### src/rtl/wave_period_meter.sv
// Measures the rising-edge period of an asynchronous square wave and reports the average of 2**AVG_LOG2 periods.
// Short edges are rejected as glitches. Loss of signal is declared when no edge arrives within MAX_PERIOD cycles.
module wave_period_meter #(
  parameter int CNT_W      = 20,
  parameter int MIN_PERIOD = 20000,
  parameter int MAX_PERIOD = 500000,
  parameter int AVG_LOG2   = 2
) (
  input  logic             clk,
  input  logic             rst,
  input  logic             wave_in,
  output logic [CNT_W-1:0] period_out,
  output logic             period_valid,
  output logic             signal_present,
  output logic             glitch
);

  localparam int ACC_W = CNT_W + AVG_LOG2;
  localparam int NW    = AVG_LOG2 + 1;

  localparam logic [CNT_W-1:0] MIN_C = CNT_W'(MIN_PERIOD);
  localparam logic [CNT_W-1:0] MAX_C = CNT_W'(MAX_PERIOD);
  localparam logic [CNT_W-1:0] ONE_C = CNT_W'(1);
  localparam logic [NW-1:0]    N_AVG = NW'(1 << AVG_LOG2);

  localparam logic [0:0] S_IDLE    = 1'b0;
  localparam logic [0:0] S_MEASURE = 1'b1;

  logic             r_s1;
  logic             r_s2;
  logic             r_s3;
  logic [0:0]       r_state;
  logic [CNT_W-1:0] r_cnt;
  logic [ACC_W-1:0] r_acc;
  logic [NW-1:0]    r_n;
  logic [CNT_W-1:0] r_period_out;
  logic             r_period_valid;
  logic             r_signal_present;
  logic             r_glitch;

  logic             w_edge;
  logic             w_short;
  logic             w_accept;
  logic             w_timeout;
  logic [ACC_W-1:0] w_acc_sum;
  logic [ACC_W-1:0] w_acc_avg;
  logic [NW-1:0]    w_n_next;
  logic             w_block_done;
  logic [CNT_W-1:0] w_cnt_inc;

  // Two flops resolve metastability; the third flop gives the previous sample for edge detection.
  always_ff @(posedge clk) begin
    if (rst) begin
      r_s1 <= 1'b0;
      r_s2 <= 1'b0;
      r_s3 <= 1'b0;
    end else begin
      r_s1 <= wave_in;
      r_s2 <= r_s1;
      r_s3 <= r_s2;
    end
  end

  assign w_edge       = r_s2 & ~r_s3;
  assign w_short      = (r_cnt < MIN_C);
  assign w_accept     = w_edge & ~w_short & (r_cnt <= MAX_C);
  assign w_timeout    = ~w_edge & (r_cnt == MAX_C);
  assign w_acc_sum    = r_acc + ACC_W'(r_cnt);
  assign w_acc_avg    = w_acc_sum >> AVG_LOG2;
  assign w_n_next     = r_n + NW'(1);
  assign w_block_done = (w_n_next == N_AVG);
  assign w_cnt_inc    = (r_cnt == MAX_C) ? r_cnt : r_cnt + ONE_C;

  always_ff @(posedge clk) begin
    if (rst) begin
      r_state          <= S_IDLE;
      r_cnt            <= '0;
      r_acc            <= '0;
      r_n              <= '0;
      r_period_out     <= '0;
      r_period_valid   <= 1'b0;
      r_signal_present <= 1'b0;
      r_glitch         <= 1'b0;
    end else begin
      r_period_valid <= 1'b0;
      r_glitch       <= 1'b0;
      case (r_state)
        S_IDLE: begin
          if (w_edge) begin
            r_cnt   <= ONE_C;
            r_acc   <= '0;
            r_n     <= '0;
            r_state <= S_MEASURE;
          end
        end
        S_MEASURE: begin
          if (w_edge && w_short) begin
            r_glitch <= 1'b1;
            r_cnt    <= w_cnt_inc;
          end else if (w_accept) begin
            // The edge closing one averaging block also opens the next one.
            r_cnt <= ONE_C;
            if (w_block_done) begin
              r_period_out     <= w_acc_avg[CNT_W-1:0];
              r_period_valid   <= 1'b1;
              r_signal_present <= 1'b1;
              r_acc            <= '0;
              r_n              <= '0;
            end else begin
              r_acc <= w_acc_sum;
              r_n   <= w_n_next;
            end
          end else if (w_timeout) begin
            r_signal_present <= 1'b0;
            r_acc            <= '0;
            r_n              <= '0;
            r_cnt            <= '0;
            r_state          <= S_IDLE;
          end else begin
            r_cnt <= w_cnt_inc;
          end
        end
        default: r_state <= S_IDLE;
      endcase
    end
  end

  assign period_out     = r_period_out;
  assign period_valid   = r_period_valid;
  assign signal_present = r_signal_present;
  assign glitch         = r_glitch;

endmodule

### config.mk
export PLATFORM = sky130hd
export DESIGN_NAME = wave_period_meter
export DESIGN_NICKNAME = d
export VERILOG_FILES = /design/src/rtl/wave_period_meter.sv
export SDC_FILE = /design/constraint.sdc
export NUM_CORES = 1
export LEC_CHECK = 0
export BUFFER_PORTS_ARGS = -buffer_cell sky130_fd_sc_hd__buf_4
export CAP_MARGIN = 20
export CORE_MARGIN = 5
export CORE_UTILIZATION = 45
export CTS_BUF_LIST = sky130_fd_sc_hd__clkbuf_16
export DETAILED_ROUTE_END_ITERATION = 10
export GPL_ROUTABILITY_DRIVEN = 0
export PLACE_DENSITY = 0.67
export SYNTH_ARGS = -nofsm -noshare
export SYNTH_HDL_FRONTEND = slang
export SYNTH_SLANG_ARGS = --single-unit
### constraint.sdc
create_clock -name clk -period 6.1 [get_ports clk]
set_input_delay 0 -clock clk [delete_from_list [all_inputs] [get_ports clk]]
set_output_delay 0 -clock clk [all_outputs]
set_load 0.005 [all_outputs]
==> qor.yml <==
timing:
  fin_hold_ws_ns: 0.144
  rsz0062_at_grt: "false"
  setup_violations: 0
  slew_headroom_pct: 26.1
  maxSlewViolCount: 0
  finalWorstSetupSlack_ns: 3.26
  min_period_over_period_pct: 46.5
  finClkSkew_ns: 0.00612
  worst_pin_slew_ns: 1.09
  finalHoldViolCount: 0
  fin_setup_tns_ns: 0
  fmax_ghz: 0.352
  post-route-min-period_ns: 2.84
floorplanning:
  die-area_um2: 11100
  initial_utilization_pct: 46.5
  die_y_um: 105
  num_rows: 34
  io_pins: 26
  fp.dieW_um: 105
  core_area_um2: 8810
cells_and_area:
  finish.instance_area_um2: 4660
  final_nets: 532
  final_cells: 618
  final_cell_mix: "dfxtp_1, nor2_1, nand2_1"
  final_util_pct: 52.9
  diodes: 0
  layout_commonest_cell: "dfxtp_1"
  area_growth_pct: 13.9
  drive_above_1_share_pct: 10.8
setup_path:
  critical_path_class: "reg -> reg"
  cp_max_fo: 24
  r2r_start: "r_cnt[5]$_SDFFE_PP0P_"
  critPathLaunchType: "flop"
  critPathLaunch: "r_cnt[5]$_SDFFE_PP0P_"
  arrival_ns: 3.03
  end_kind: "flop"
  cp.required_ns: 6.29
logic_synthesis:
  syn_nets: 515
  synth_top_family_by_area: "compound AO/OA/AOI/OAI gates"
  synthCells: 488
  postSynth.asyncResetShare_pct: 0
  synth_compound_area_share_pct: 23.5
  ys_ff_latch: 72
  ys.warnings.count: 0
  synth_ff_type: "dfxtp_1"
  synth_edf_count: 0
  synth.cell_area_um2: 4090
  synth-xor-area-share_pct: 3.85
  synth_cell_types: 66
  seq_area_frac_synth_pct: 35.2
  synth_mux_area_share_pct: 3.67
  yosys.area_share.simple_pct: 23.0
  synth_fa_ha_area_share_pct: 7.52
  avgSynthCellArea_um2: 8.39
power:
  switching_share_pct: 21.1
  peakVddDrop_v: 0.000145
  seq_power_share_pct: 42.8
  powerDensity_nw_per_um2: 240
  pwr-share-comb_pct: 3.5
  power_mw: 1.12
  intPower_mw: 0.881
  power.switching_mw: 0.236
  leakage_nw: 1.88
  pwr-share-clk_pct: 53.8
drt:
  vias: 3738
  ant_nets: 0
  drc: 0
  m1WireLength_um: 4840
  finalWirelength_um: 10200
  wl_per_cell_um: 16.6
  dr.pass1.iters: 5
  dr_wl_met3_um: 479
  drt_iter0_markers: 251
  dr_wl_met2_um: 4760
  highest_layer: "met4"
  vias_per_cell: 6.05
clock_network:
  clk_latency_ns: 0.34
  numCtsBuffers: 9
  cts_tree: "yes"
  htreeDepth: 3
  postCtsSetupBuffers: 0
  cts_buffer_depth: 2
  path_clk_slew_ns: 0.06
  cts.sinks: 72
  root_buffer: "clkbuf_16"
run_status:
  status: "finished, final reports clean"
worst_hold_path:
  hp-class: "in -> reg"
  hp-start: "rst"
grt:
  grt_pass1_vias: 3539
  antenna_found_initial: 0
  grt_max_degree: 61
  grt_pass1_wl_um: 17300
  overflow: 0
  grtUsageTotal_pct: 18.9
placed_design:
  dp_slack_ns: 3.32
  dpl_cell_area_um2: 4310
  dp_hpwl_um: 7270
  dpl.cell_count: 601
  io_buffers: 25
job:
  maxCapViolCount: 0
power by group through the flow:
stage / Clock, mW / Sequential [mW] / Combinational (mW)
after global routing: 0.633 / 0.478 / 0.0427
after detailed placement: 0 / 0.488 / 0.0381
after floorplan: 0 / 0.486 / 0.0307
final: 0.600 / 0.478 / 0.0388
after CTS: 0.606 / 0.477 / 0.0387
after global placement: 0 / 0.487 / 0.0377
repair_timing:
item | 4_1_cts | 5_1_grt
gates resized for setup | 0 | 0
hold buffers | 1 | 0
hold endpoints to repair | 1 | 0
kinds of logic (layout without fill, tap and decap cells):
group,after synthesis,count (layout)
fa+ha+maj,24,24
simple gates,184,184
buf+inv,27,49
xor+xnor,18,18
mux,15,15
flops,72,72
compound gates,148,148
layout make-up:
cell class,count,area (µm²)
flip-flops and latches,72,1440
clock inverters,7,111
multi-input cells,389,2520
well taps,108,135
fillers,842,4150
inverters,6,22.5
repair buffers,27,205
clock buffers,9,225
metal layers:
metal  vias up  track usage, %
met5         -               0
met2        86            30.9
li1       1839               -
met1      1793            24.8
met4         0            5.44
met3        20            4.58
registers in the layout (all words and copies together), names as in the netlist, 3 cells and up:
signal	flops
r_acc	22
period_out	20
r_n	3
r_cnt	20
critical path, stage by stage, from the launching register on:
cell and delay, ns:
dfxtp_1 0.52, nor4b_1 0.49, nand3_1 0.16, o21ai_0 0.31, a21o_2 0.20, nand2_1 0.54
a32oi_1 0.39, nor2_1 0.08
Yosys cell counts (3+ instances only):
cell | count | area, µm²
o211ai_1 | 6 | 45.0
o22ai_1 | 5 | 31.3
nand2_1 | 39 | 146
a311oi_1 | 3 | 26.3
a211oi_1 | 3 | 22.5
buf_4 | 5 | 37.5
a31oi_1 | 6 | 37.5
a21oi_1 | 32 | 160
nand3b_1 | 4 | 30.0
and3_1 | 5 | 31.3
or3_1 | 3 | 18.8
a22o_1 | 3 | 26.3
clkbuf_1 | 12 | 45.0
nor2b_1 | 6 | 37.5
mux2i_1 | 15 | 150
xor2_1 | 9 | 78.8
ha_1 | 23 | 288
nand3_1 | 21 | 105
dfxtp_1 | 72 | 1440
nor3_1 | 7 | 35.0
o21ai_1 | 14 | 70.1
inv_1 | 6 | 22.5
nor2_1 | 63 | 236
xnor2_1 | 9 | 78.8
nand4_1 | 7 | 43.8
nor4b_1 | 3 | 26.3
a22oi_1 | 16 | 120
a21o_1 | 9 | 67.6
nand2b_1 | 9 | 56.3
o21bai_1 | 3 | 22.5
o21ai_0 | 25 | 125
o311ai_0 | 3 | 26.3
path summary, 6_finish.rpt:
| kind | endpoint | slack, ns | cells past startpoint |
|---|---|---|---|
| setup / recovery | r_acc[9]$_SDFFE_PP0P_ | 3.26 | 7 |
| hold / removal | r_acc[0]$_SDFFE_PP0P_ | 0.14 | 2 |
| hold reg to reg | r_s2$_SDFF_PP0_ | 0.44 | 1 |
| setup reg to reg | r_acc[9]$_SDFFE_PP0P_ | 3.26 | 7 |
No activity file was read; power rests on OpenSTA's default activity.
